$ cat src/rtl/abc_pkt_tx_if.sv
// abc_pkt_tx_if: bundles the upstream write handshake and the abc output stream.
//   wr_valid/wr_ready/wr_data/wr_last : upstream word source (valid/ready, last marker)
//   abc_sop/abc_eop/abc_data          : abc stream, no valid qualifier
// Modports:
//   master : the side that produces words and observes the abc stream
//   slave  : the transmitter (abc_pkt_tx)
interface abc_pkt_tx_if;
  logic        wr_valid;
  logic        wr_ready;
  logic [63:0] wr_data;
  logic        wr_last;
  logic        abc_sop;
  logic        abc_eop;
  logic [63:0] abc_data;

  modport master (
    output wr_valid, wr_data, wr_last,
    input  wr_ready, abc_sop, abc_eop, abc_data
  );

  modport slave (
    input  wr_valid, wr_data, wr_last,
    output wr_ready, abc_sop, abc_eop, abc_data
  );
endinterface

$ cat src/rtl/abc_pkt_tx.sv
// abc_pkt_tx: store-and-forward packet transmitter for the abc stream.
// Whole packets are buffered in a FIFO and then sent contiguously, sop to eop.
// Ports:
//   clk          : clock, rising edge
//   rst_n        : synchronous active-low reset
//   bus          : abc_pkt_tx_if.slave (write handshake in, abc stream out)
//   err_oversize : one-cycle pulse when a packet longer than DEPTH is dropped
//   pkt_cnt      : number of packets fully sent, wraps
// Build option:
//   ABC_TX_IPG_EN : when defined, enforce IPG idle cycles between eop and next sop.
//
// state | meaning
// IDLE  | waiting for a complete packet; pops and sends the first word
// SEND  | popping one word per cycle until the last word
// GAP   | inter-packet idle time (only with ABC_TX_IPG_EN)
// DROP  | oversize packet: FIFO flushed, discarding input up to wr_last
module abc_pkt_tx #(
  parameter int DEPTH = 16,
  parameter int IPG   = 2,
  parameter int CNT_W = 16
) (
  input  logic             clk,
  input  logic             rst_n,
  abc_pkt_tx_if.slave      bus,
  output logic             err_oversize,
  output logic [CNT_W-1:0] pkt_cnt
);

  localparam int AW = $clog2(DEPTH);

  typedef enum logic [1:0] {
    IDLE = 2'd0,
    SEND = 2'd1,
    DROP = 2'd2
`ifdef ABC_TX_IPG_EN
    , GAP = 2'd3
`endif
  } state_t;

  state_t           state_q, state_d;
  logic [64:0]      mem_q [DEPTH];
  logic [AW:0]      wr_ptr_q, rd_ptr_q, rd_ptr_d;
  logic [AW:0]      pkts_avail_q, pkts_avail_d;
  logic             last_fire_q;
  logic             rdy_q;
  logic             sop_q, sop_d, eop_q, eop_d;
  logic [63:0]      data_q, data_d;
  logic             err_q, err_d;
  logic [CNT_W-1:0] pkt_cnt_q, pkt_cnt_d;
  logic             full, wr_fire, wr_store, pkt_done;
  logic [64:0]      head;

`ifdef ABC_TX_IPG_EN
  localparam int GW = (IPG > 1) ? $clog2(IPG) : 1;
  logic [GW-1:0] gap_cnt_q, gap_cnt_d;
`endif

  assign full     = (wr_ptr_q[AW] != rd_ptr_q[AW]) && (wr_ptr_q[AW-1:0] == rd_ptr_q[AW-1:0]);
  assign wr_fire  = bus.wr_valid && bus.wr_ready;
  assign wr_store = wr_fire && (state_q != DROP);
  assign head     = mem_q[rd_ptr_q[AW-1:0]];

  // rdy_q holds wr_ready low through reset and for the release edge itself.
  assign bus.wr_ready = rdy_q && !full;
  assign bus.abc_sop  = sop_q;
  assign bus.abc_eop  = eop_q;
  assign bus.abc_data = data_q;
  assign err_oversize = err_q;
  assign pkt_cnt      = pkt_cnt_q;

  always_comb begin
    state_d   = state_q;
    rd_ptr_d  = rd_ptr_q;
    sop_d     = 1'b0;
    eop_d     = 1'b0;
    data_d    = '0;
    err_d     = 1'b0;
    pkt_cnt_d = pkt_cnt_q;
    pkt_done  = 1'b0;
`ifdef ABC_TX_IPG_EN
    gap_cnt_d = gap_cnt_q;
`endif
    case (state_q)
      IDLE: begin
        if (pkts_avail_q != '0) begin
          rd_ptr_d = rd_ptr_q + 1'b1;
          sop_d    = 1'b1;
          eop_d    = head[64];
          data_d   = head[63:0];
          if (head[64]) pkt_done = 1'b1;
          else          state_d  = SEND;
        end else if (full && !last_fire_q) begin
          // Full with no complete packet (and none about to be counted):
          // the packet in flight can never fit.
          state_d  = DROP;
          err_d    = 1'b1;
          rd_ptr_d = wr_ptr_q;
        end
      end
      SEND: begin
        rd_ptr_d = rd_ptr_q + 1'b1;
        eop_d    = head[64];
        data_d   = head[63:0];
        if (head[64]) pkt_done = 1'b1;
      end
      DROP: begin
        if (wr_fire && bus.wr_last) state_d = IDLE;
      end
`ifdef ABC_TX_IPG_EN
      GAP: begin
        if (gap_cnt_q == '0) state_d = IDLE;
        else                 gap_cnt_d = gap_cnt_q - 1'b1;
      end
`endif
      default: state_d = IDLE;
    endcase

    if (pkt_done) begin
      pkt_cnt_d = pkt_cnt_q + 1'b1;
      state_d   = IDLE;
`ifdef ABC_TX_IPG_EN
      if (IPG > 0) begin
        state_d   = GAP;
        gap_cnt_d = GW'(IPG - 1);
      end
`endif
    end
  end

  // Completed packets become visible to the FSM one edge after their last
  // word is stored, which sets the write-to-sop latency.
  assign pkts_avail_d = pkts_avail_q + {{AW{1'b0}}, last_fire_q} - {{AW{1'b0}}, pkt_done};

  always_ff @(posedge clk) begin
    if (!rst_n) begin
      state_q      <= IDLE;
      wr_ptr_q     <= '0;
      rd_ptr_q     <= '0;
      pkts_avail_q <= '0;
      last_fire_q  <= 1'b0;
      rdy_q        <= 1'b0;
      sop_q        <= 1'b0;
      eop_q        <= 1'b0;
      data_q       <= '0;
      err_q        <= 1'b0;
      pkt_cnt_q    <= '0;
`ifdef ABC_TX_IPG_EN
      gap_cnt_q    <= '0;
`endif
    end else begin
      state_q      <= state_d;
      rd_ptr_q     <= rd_ptr_d;
      pkts_avail_q <= pkts_avail_d;
      last_fire_q  <= wr_store && bus.wr_last;
      rdy_q        <= 1'b1;
      sop_q        <= sop_d;
      eop_q        <= eop_d;
      data_q       <= data_d;
      err_q        <= err_d;
      pkt_cnt_q    <= pkt_cnt_d;
`ifdef ABC_TX_IPG_EN
      gap_cnt_q    <= gap_cnt_d;
`endif
      if (wr_store) wr_ptr_q <= wr_ptr_q + 1'b1;
    end
  end

  always_ff @(posedge clk) begin
    if (wr_store) mem_q[wr_ptr_q[AW-1:0]] <= {bus.wr_last, bus.wr_data};
  end

endmodule

$ cat src/flat_wrapper.sv
// flat-port wrapper written by rule: the top's interface ports become plain ports
module abc_pkt_tx_flat 
#(
  parameter int DEPTH = 16,
  parameter int IPG   = 2,
  parameter int CNT_W = 16
)
  (clk, rst_n, err_oversize, pkt_cnt, bus_wr_valid, bus_wr_data, bus_wr_last, bus_wr_ready, bus_abc_sop, bus_abc_eop, bus_abc_data);
  abc_pkt_tx_if bus_i ();
  input  logic clk;
  input  logic rst_n;
  output logic err_oversize;
  output logic [CNT_W-1:0] pkt_cnt;
  input wire logic [$bits(bus_i.wr_valid)-1:0] bus_wr_valid;
  input wire logic [$bits(bus_i.wr_data)-1:0] bus_wr_data;
  input wire logic [$bits(bus_i.wr_last)-1:0] bus_wr_last;
  output wire logic [$bits(bus_i.wr_ready)-1:0] bus_wr_ready;
  output wire logic [$bits(bus_i.abc_sop)-1:0] bus_abc_sop;
  output wire logic [$bits(bus_i.abc_eop)-1:0] bus_abc_eop;
  output wire logic [$bits(bus_i.abc_data)-1:0] bus_abc_data;
  assign bus_i.wr_valid = bus_wr_valid;
  assign bus_i.wr_data = bus_wr_data;
  assign bus_i.wr_last = bus_wr_last;
  assign bus_wr_ready = bus_i.wr_ready;
  assign bus_abc_sop = bus_i.abc_sop;
  assign bus_abc_eop = bus_i.abc_eop;
  assign bus_abc_data = bus_i.abc_data;
  abc_pkt_tx #(.DEPTH(DEPTH), .IPG(IPG), .CNT_W(CNT_W)) u_core (.clk(clk), .rst_n(rst_n), .bus(bus_i), .err_oversize(err_oversize), .pkt_cnt(pkt_cnt));
endmodule
$ cat config.mk
export PLATFORM = sky130hd
export DESIGN_NAME = abc_pkt_tx_flat
export DESIGN_NICKNAME = d
export VERILOG_FILES = /design/src/rtl/abc_pkt_tx_if.sv /design/src/rtl/abc_pkt_tx.sv /design/src/flat_wrapper.sv
export SDC_FILE = /design/constraint.sdc
export NUM_CORES = 1
export LEC_CHECK = 0
export CAP_MARGIN = 25
export CELL_PAD_IN_SITES_DETAIL_PLACEMENT = 0
export CELL_PAD_IN_SITES_GLOBAL_PLACEMENT = 1
export CORE_MARGIN = 2
export CORE_UTILIZATION = 50
export CTS_BUF_LIST = sky130_fd_sc_hd__clkbuf_16
export DETAILED_ROUTE_END_ITERATION = 16
export DONT_BUFFER_PORTS = 1
export PLACE_DENSITY_LB_ADDON = 0.12
export SYNTH_ARGS = -nofsm -noshare
export SYNTH_HDL_FRONTEND = slang
export SYNTH_SLANG_ARGS = --single-unit
export TNS_END_PERCENT = 20
$ cat constraint.sdc
create_clock -name clk -period 7 [get_ports clk]
set_input_delay 1.4 -clock clk [delete_from_list [all_inputs] [get_ports clk]]
set_output_delay 1.4 -clock clk [all_outputs]
set_load 0.02 [all_outputs]
## Yosys cells after proc, flatten, opt, wreduce, memory -nomap -nowiden

Memory sizes are Yosys's and may differ from the RTL's. A register that Yosys moved wholly into a read port is not among the register bits.
Index checks and enable logic that the tools add are counted.

| storage, ports and cells | value |
|---|---|
| flip-flop bits (word level) | 102 |
| bits in writable memories | 1040 |
| bits of input ports | 68 |
| output and inout port bits | 84 |
| memories kept | 1 |

| cells by class | value |
|---|---|
| add/sub/neg operators | 5 |
| eq/ne operators | 8 |
| mux-type cells | 22 |
| bitwise gates (word level) | 3 |
| reductions and logical operators | 17 |

Memories:

| name | depth | width | rd ports | clocked after memory_dff | write ports | line | source |
|---|---|---|---|---|---|---|---|
| u_core.mem_q | 16 | 65 | 1 | 1 | 1 | abc_pkt_tx.sv:41 | `logic [64:0] mem_q [DEPTH];` |

Operators with widths:

| operator | count |
|---|---|
| case mux 64 bit (2 select lines) | 1 |
| two-way mux 64 bit | 1 |
| adder 16 x 1 -> 16 bit, second input constant | 1 |
| adder 5 x 1 -> 5 bit, second input constant | 2 |
| two-way mux 5 bit | 2 |
| case mux 5 bit (2 select lines) | 1 |
| two-way mux 1 bit | 8 |
| two-way mux 2 bit | 4 |
| two-way mux 4 bit | 2 |
| logical AND 1 bit | 7 |
| case mux 2 bit (3 select lines) | 1 |
| adder 5 x 1 -> 5 bit | 1 |
| nonzero test 5 bit | 1 |
| subtractor 5 x 1 -> 5 bit | 1 |
| == test 4 bit | 1 |
| case mux 1 bit (2 select lines) | 2 |
| AND reduction 2 bit | 2 |
| AND reduction 4 bit | 1 |
| inequality test 3 x 1 -> 1 bit, second input constant | 1 |
| inequality test 3 bit, second input constant | 1 |
| inverter 1 bit | 3 |
| OR reduction 3 bit | 1 |
| == test 2 x 1 -> 1 bit, second input constant | 1 |
| == test 2 bit, second input constant | 1 |
| 7 further kinds | 8 |

## Logic depth before layout (Yosys ltp)

| depth | value |
|---|---|
| depth in word-level cells | 8 |
| mapped depth | 17 |

## Worst setup path after synthesis

No wires, ideal clock.

| path | value |
|---|---|
| path kind | input to register |
| start point | input bus_wr_valid |
| end point | memory u_core.mem_q[0][0], enable pin |
| setup time | 0.568 ns |
| arrival time | 6.208 ns |
| path slack | 0.224 ns |
| stages | 3 |
| path buffers | 0 |
| cell sequence | o2111a_1 nand2_1 nor3_1 |

| on the way | value |
|---|---|
| word-level cells in the longest chain between the ends | 4 |

Ends and longest elaborated chain:

| item | line | source |
|---|---|---|
| start: declaration | flat_wrapper.sv:14 | `input wire logic [$bits(bus_i.wr_valid)-1:0] bus_wr_valid;` |
| logical AND 1 bit | abc_pkt_tx.sv:59 | `assign wr_fire = bus.wr_valid && bus.wr_ready;` |
| logical AND 1 bit | abc_pkt_tx.sv:60 | `assign wr_store = wr_fire && (state_q != DROP);` |
| two-way mux 1 bit | abc_pkt_tx.sv:169 | `if (wr_store) mem_q[wr_ptr_q[AW-1:0]] <= {bus.wr_last, bus.wr_data};` |
| two-way mux 1 bit (not written as such) | abc_pkt_tx.sv:169 |  |
| end: declaration | abc_pkt_tx.sv:41 |  |

No other way between the ends.

==> summary.txt <==
Maximum vdd ir drop = 0.2601 mV
# H-tree levels = 3
Yosys cell types = 49
Min Clock Period, post-route = 4.192 ns
Hold Fails Final Rpt = 0
Total Nets Final = 2,010
Number of nets with antenna violations after routing = 0
Total gr overflow = 0
Clock-pin slew of the registers on the worst-case setup and hold paths = 0.06 ns
Data required, critical path = 7.59 ns
Number of instances on the worst hold path = 2
Detail-routed net length per standard cell = 29.86 um
CP startpoint kind = register
Path type of the worst min-delay path = register to register
Maximum number of pins on one net before global-route repair = 124
Count of flip-flops with a built-in enable after synthesis = 1,040
Number of cells traversed by the worst register-to-register path = 15
Critical hold path startpoint = u_core.rd_ptr_q[4]
Die ar. = 88,490 sq um
Critical path arrival = 4.78 ns
Num rows = 107
Number of gates resized after CTS = 0
Layout overhead on the synthesized area = 12.14%
Final clock period utilization by the worst path = 59.89%
Count of maximum capacitance violations = 0
Unrepaired setup endpoints after global routing = no
Setup Total Neg Slack = 0 ns
Netlist area before placement = 43,060 sq um
CTS root buf = sky130_fd_sc_hd__clkbuf_16
Number of antenna violations at the first check in global routing = 2
Placeable core region = 85,280 sq um
TritonCTS clock tree = yes
Layout cells sized above 1 = 27.24%
Number of search-and-repair iterations in the first detailed-routing pass = 4
Number of sinks on the clock net = 1,146
Max-slew violation total from the final report = 0
Most used DFF post-synth = sky130_fd_sc_hd__edfxtp_1
I/O Buffers = 0
Worst setup EP type = register
Number of design rule violations left after detail routing = 0
Vias in the first global route = 20,160
Via count = 18,950
Clock latency on the worst-skew pair = 0.69 ns
Max Clk Rate = 238.5 MHz
Most common cell after layout, fill and taps aside = sky130_fd_sc_hd__edfxtp_1
Net count of the mapped netlist = 1,948
Commonest non-fill, non-tap cells in the layout = sky130_fd_sc_hd__edfxtp_1, sky130_fd_sc_hd__mux4_2, sky130_fd_sc_hd__clkbuf_16
End-of-flow core utilization = 56.63%
DRT Wirelength = 94.86 mm
Average footprint of a synthesized cell = 23.07 sq um
Drt via density = 5.965
Worst clock skew on the final layout = 0.01923 ns
Final count of negative-setup-slack endpoints = 0
Result of the run = completed
Number of filler cells placed in the layout = 6,224
Number of buffers inserted by post-CTS setup repair = 0
Violation count after the first detailed-routing iteration = 1,500
Number of warnings reported in the yosys synthesis log = 0
Gp weighted congestion = 0.7135
Critical-path maximum fanout = 22
Category of the critical setup timing path = register to register
Post-route standard cell area excluding fillers = 48,290 sq um
Max transition margin = 29.99%
Overall Global Routing Usage = 21.81%
Clock Path Buffers = 3
CTS Hold Bufs = 0
Gate count after technology mapping = 1,867
TritonCTS buffer count = 115
Chip Width = 297.5 um
Proportion of register bits with asynchronous set or reset after synthesis = 0%
Starting density of the core = 50.50%
Least-Margin Pin Slew = 1.046 ns
Height of the chip = 297.5 um
DP Wirelength = 46.72 mm
Sequential-to-total area share from yosys stat = 77.45%
Area post-placement = 44,480 sq um
Count of state elements after synthesis = 1,146
Number of ports placed on the die boundary = 152
Wire length of the first global-routing pass = 139.7 mm
Static leakage = 0.01510 uW
Power per standard cell area = 353.1 nW/um^2
-- cells by family after synthesis --
logic type,after synthesis,synth area share (%)
AND/OR/NAND/NOR,183,2.321
buffers and inverters,116,1.488
flip-flops,1146,77.45
multiplexers,344,17.31
AO/OA/AOI/OAI,55,0.8368
adder cells (fa/ha/maj),13,0.3951
XOR/XNOR,10,0.2034
-- per-stage QoR --
step	worst slack, ns	hold slack (ns)	power, uW	std cells
floorplan	0.2241	0.4659	10550	1867
global placement	2.644	0.4955	11160	2950
detailed placement	2.700	0.5003	11200	2954
CTS	2.694	0.5153	17240	3172
global route	2.411	0.5682	17710	3174
finish	2.808	0.5152	17050	3177
-- cell usage after synthesis, drive strengths merged, types with 2 or more instances --
master	count	area (sq um)
nand2b	18	112.6
dfxtp	106	2122
or3	6	37.54
nand2	33	123.9
edfxtp	1040	31230
o21ai	9	48.80
a21oi	24	120.1
inv	13	48.79
nand4	4	25.02
a21boi	2	15.01
and2	4	25.02
clkbuf	52	195.2
and3	70	437.9
nor2b	3	18.77
buf	50	392.9
mux2i	19	190.2
o2bb2ai	2	17.52
a21o	5	37.54
xor2	4	35.03
xnor2	6	52.55
a2111o	2	22.52
ha	12	150.1
nor3	7	35.03
mux2	5	56.30
nor2	22	82.58
nand3	11	55.05
mux4	320	7207
a211o	2	17.52
-- worst max-delay path, cell delays in order, from the launching register on --
cell                        delay [ns]
sky130_fd_sc_hd__dfxtp_4          0.66
sky130_fd_sc_hd__buf_4            0.56
sky130_fd_sc_hd__mux2_2           0.41
sky130_fd_sc_hd__o2bb2ai_1        0.20
sky130_fd_sc_hd__a2111o_1         0.53
sky130_fd_sc_hd__nand2_1          0.15
sky130_fd_sc_hd__ha_1             0.32
sky130_fd_sc_hd__inv_1            0.04
sky130_fd_sc_hd__ha_1             0.19
sky130_fd_sc_hd__inv_1            0.08
sky130_fd_sc_hd__fa_1             0.20
sky130_fd_sc_hd__inv_1            0.05
sky130_fd_sc_hd__a21oi_1          0.14
sky130_fd_sc_hd__nor2_1           0.06
sky130_fd_sc_hd__or3_1            0.35
sky130_fd_sc_hd__a21oi_1          0.15
-- where the power goes --
part | leakage [uW] | internal (uW) | switching (uW)
Clock | 0.00197 | 3500 | 2540
Sequential | 0.0102 | 7690 | 472
Combinational | 0.00289 | 1580 | 1260
Total | 0.0151 | 12800 | 4280
-- worst paths after layout --
check / to / slack (ns)
setup / recovery: u_core.pkts_avail_q[4] / 2.81
hold / removal: u_core.rd_ptr_q[4] / 0.52
setup reg to reg: u_core.pkts_avail_q[4] / 2.81
hold reg to reg: u_core.rd_ptr_q[4] / 0.52
-- metal layers --
| layer | global-route usage [%] | vias up | share of wire [%] |
|---|---|---|---|
| met5 | 0 | - | 0 |
| met4 | 5.363 | 0 | 1.8 |
| met3 | 4.842 | 121 | 6.6 |
| met2 | 35.76 | 529 | 49 |
| met1 | 30.06 | 10290 | 42 |
| li1 | - | 8010 | - |
-- registers in the layout (all words and copies together), names as in the netlist, named ones only --
register / count
u_core.pkts_avail_q: 5
u_core.err_oversize: 1
u_core.bus.abc_data: 64
u_core.rd_ptr_q: 5
u_core.rdy_q: 1
u_core.wr_ptr_q: 5
u_core.mem_q: 1040
u_core.state_q: 2
u_core.last_fire_q: 1
u_core.pkt_cnt: 16
u_core.bus.abc_sop: 1
u_core.bus.abc_eop: 1
-- area by class of cell --
type | instances | area [sq um] | share of cell area, %
multi-input cells | 605 | 9181 | 19.01
flip-flops and latches | 1146 | 33370 | 69.10
clock buffers | 119 | 2978 | 6.167
clock inverters | 99 | 769.5 | 1.593
inverters | 14 | 52.55 | 0.1088
repair buffers | 47 | 503.0 | 1.042
well taps | 1144 | 1431 | 2.964
diodes | 3 | 7.507 | 0.01555
(Power assumes the default switching activity.)
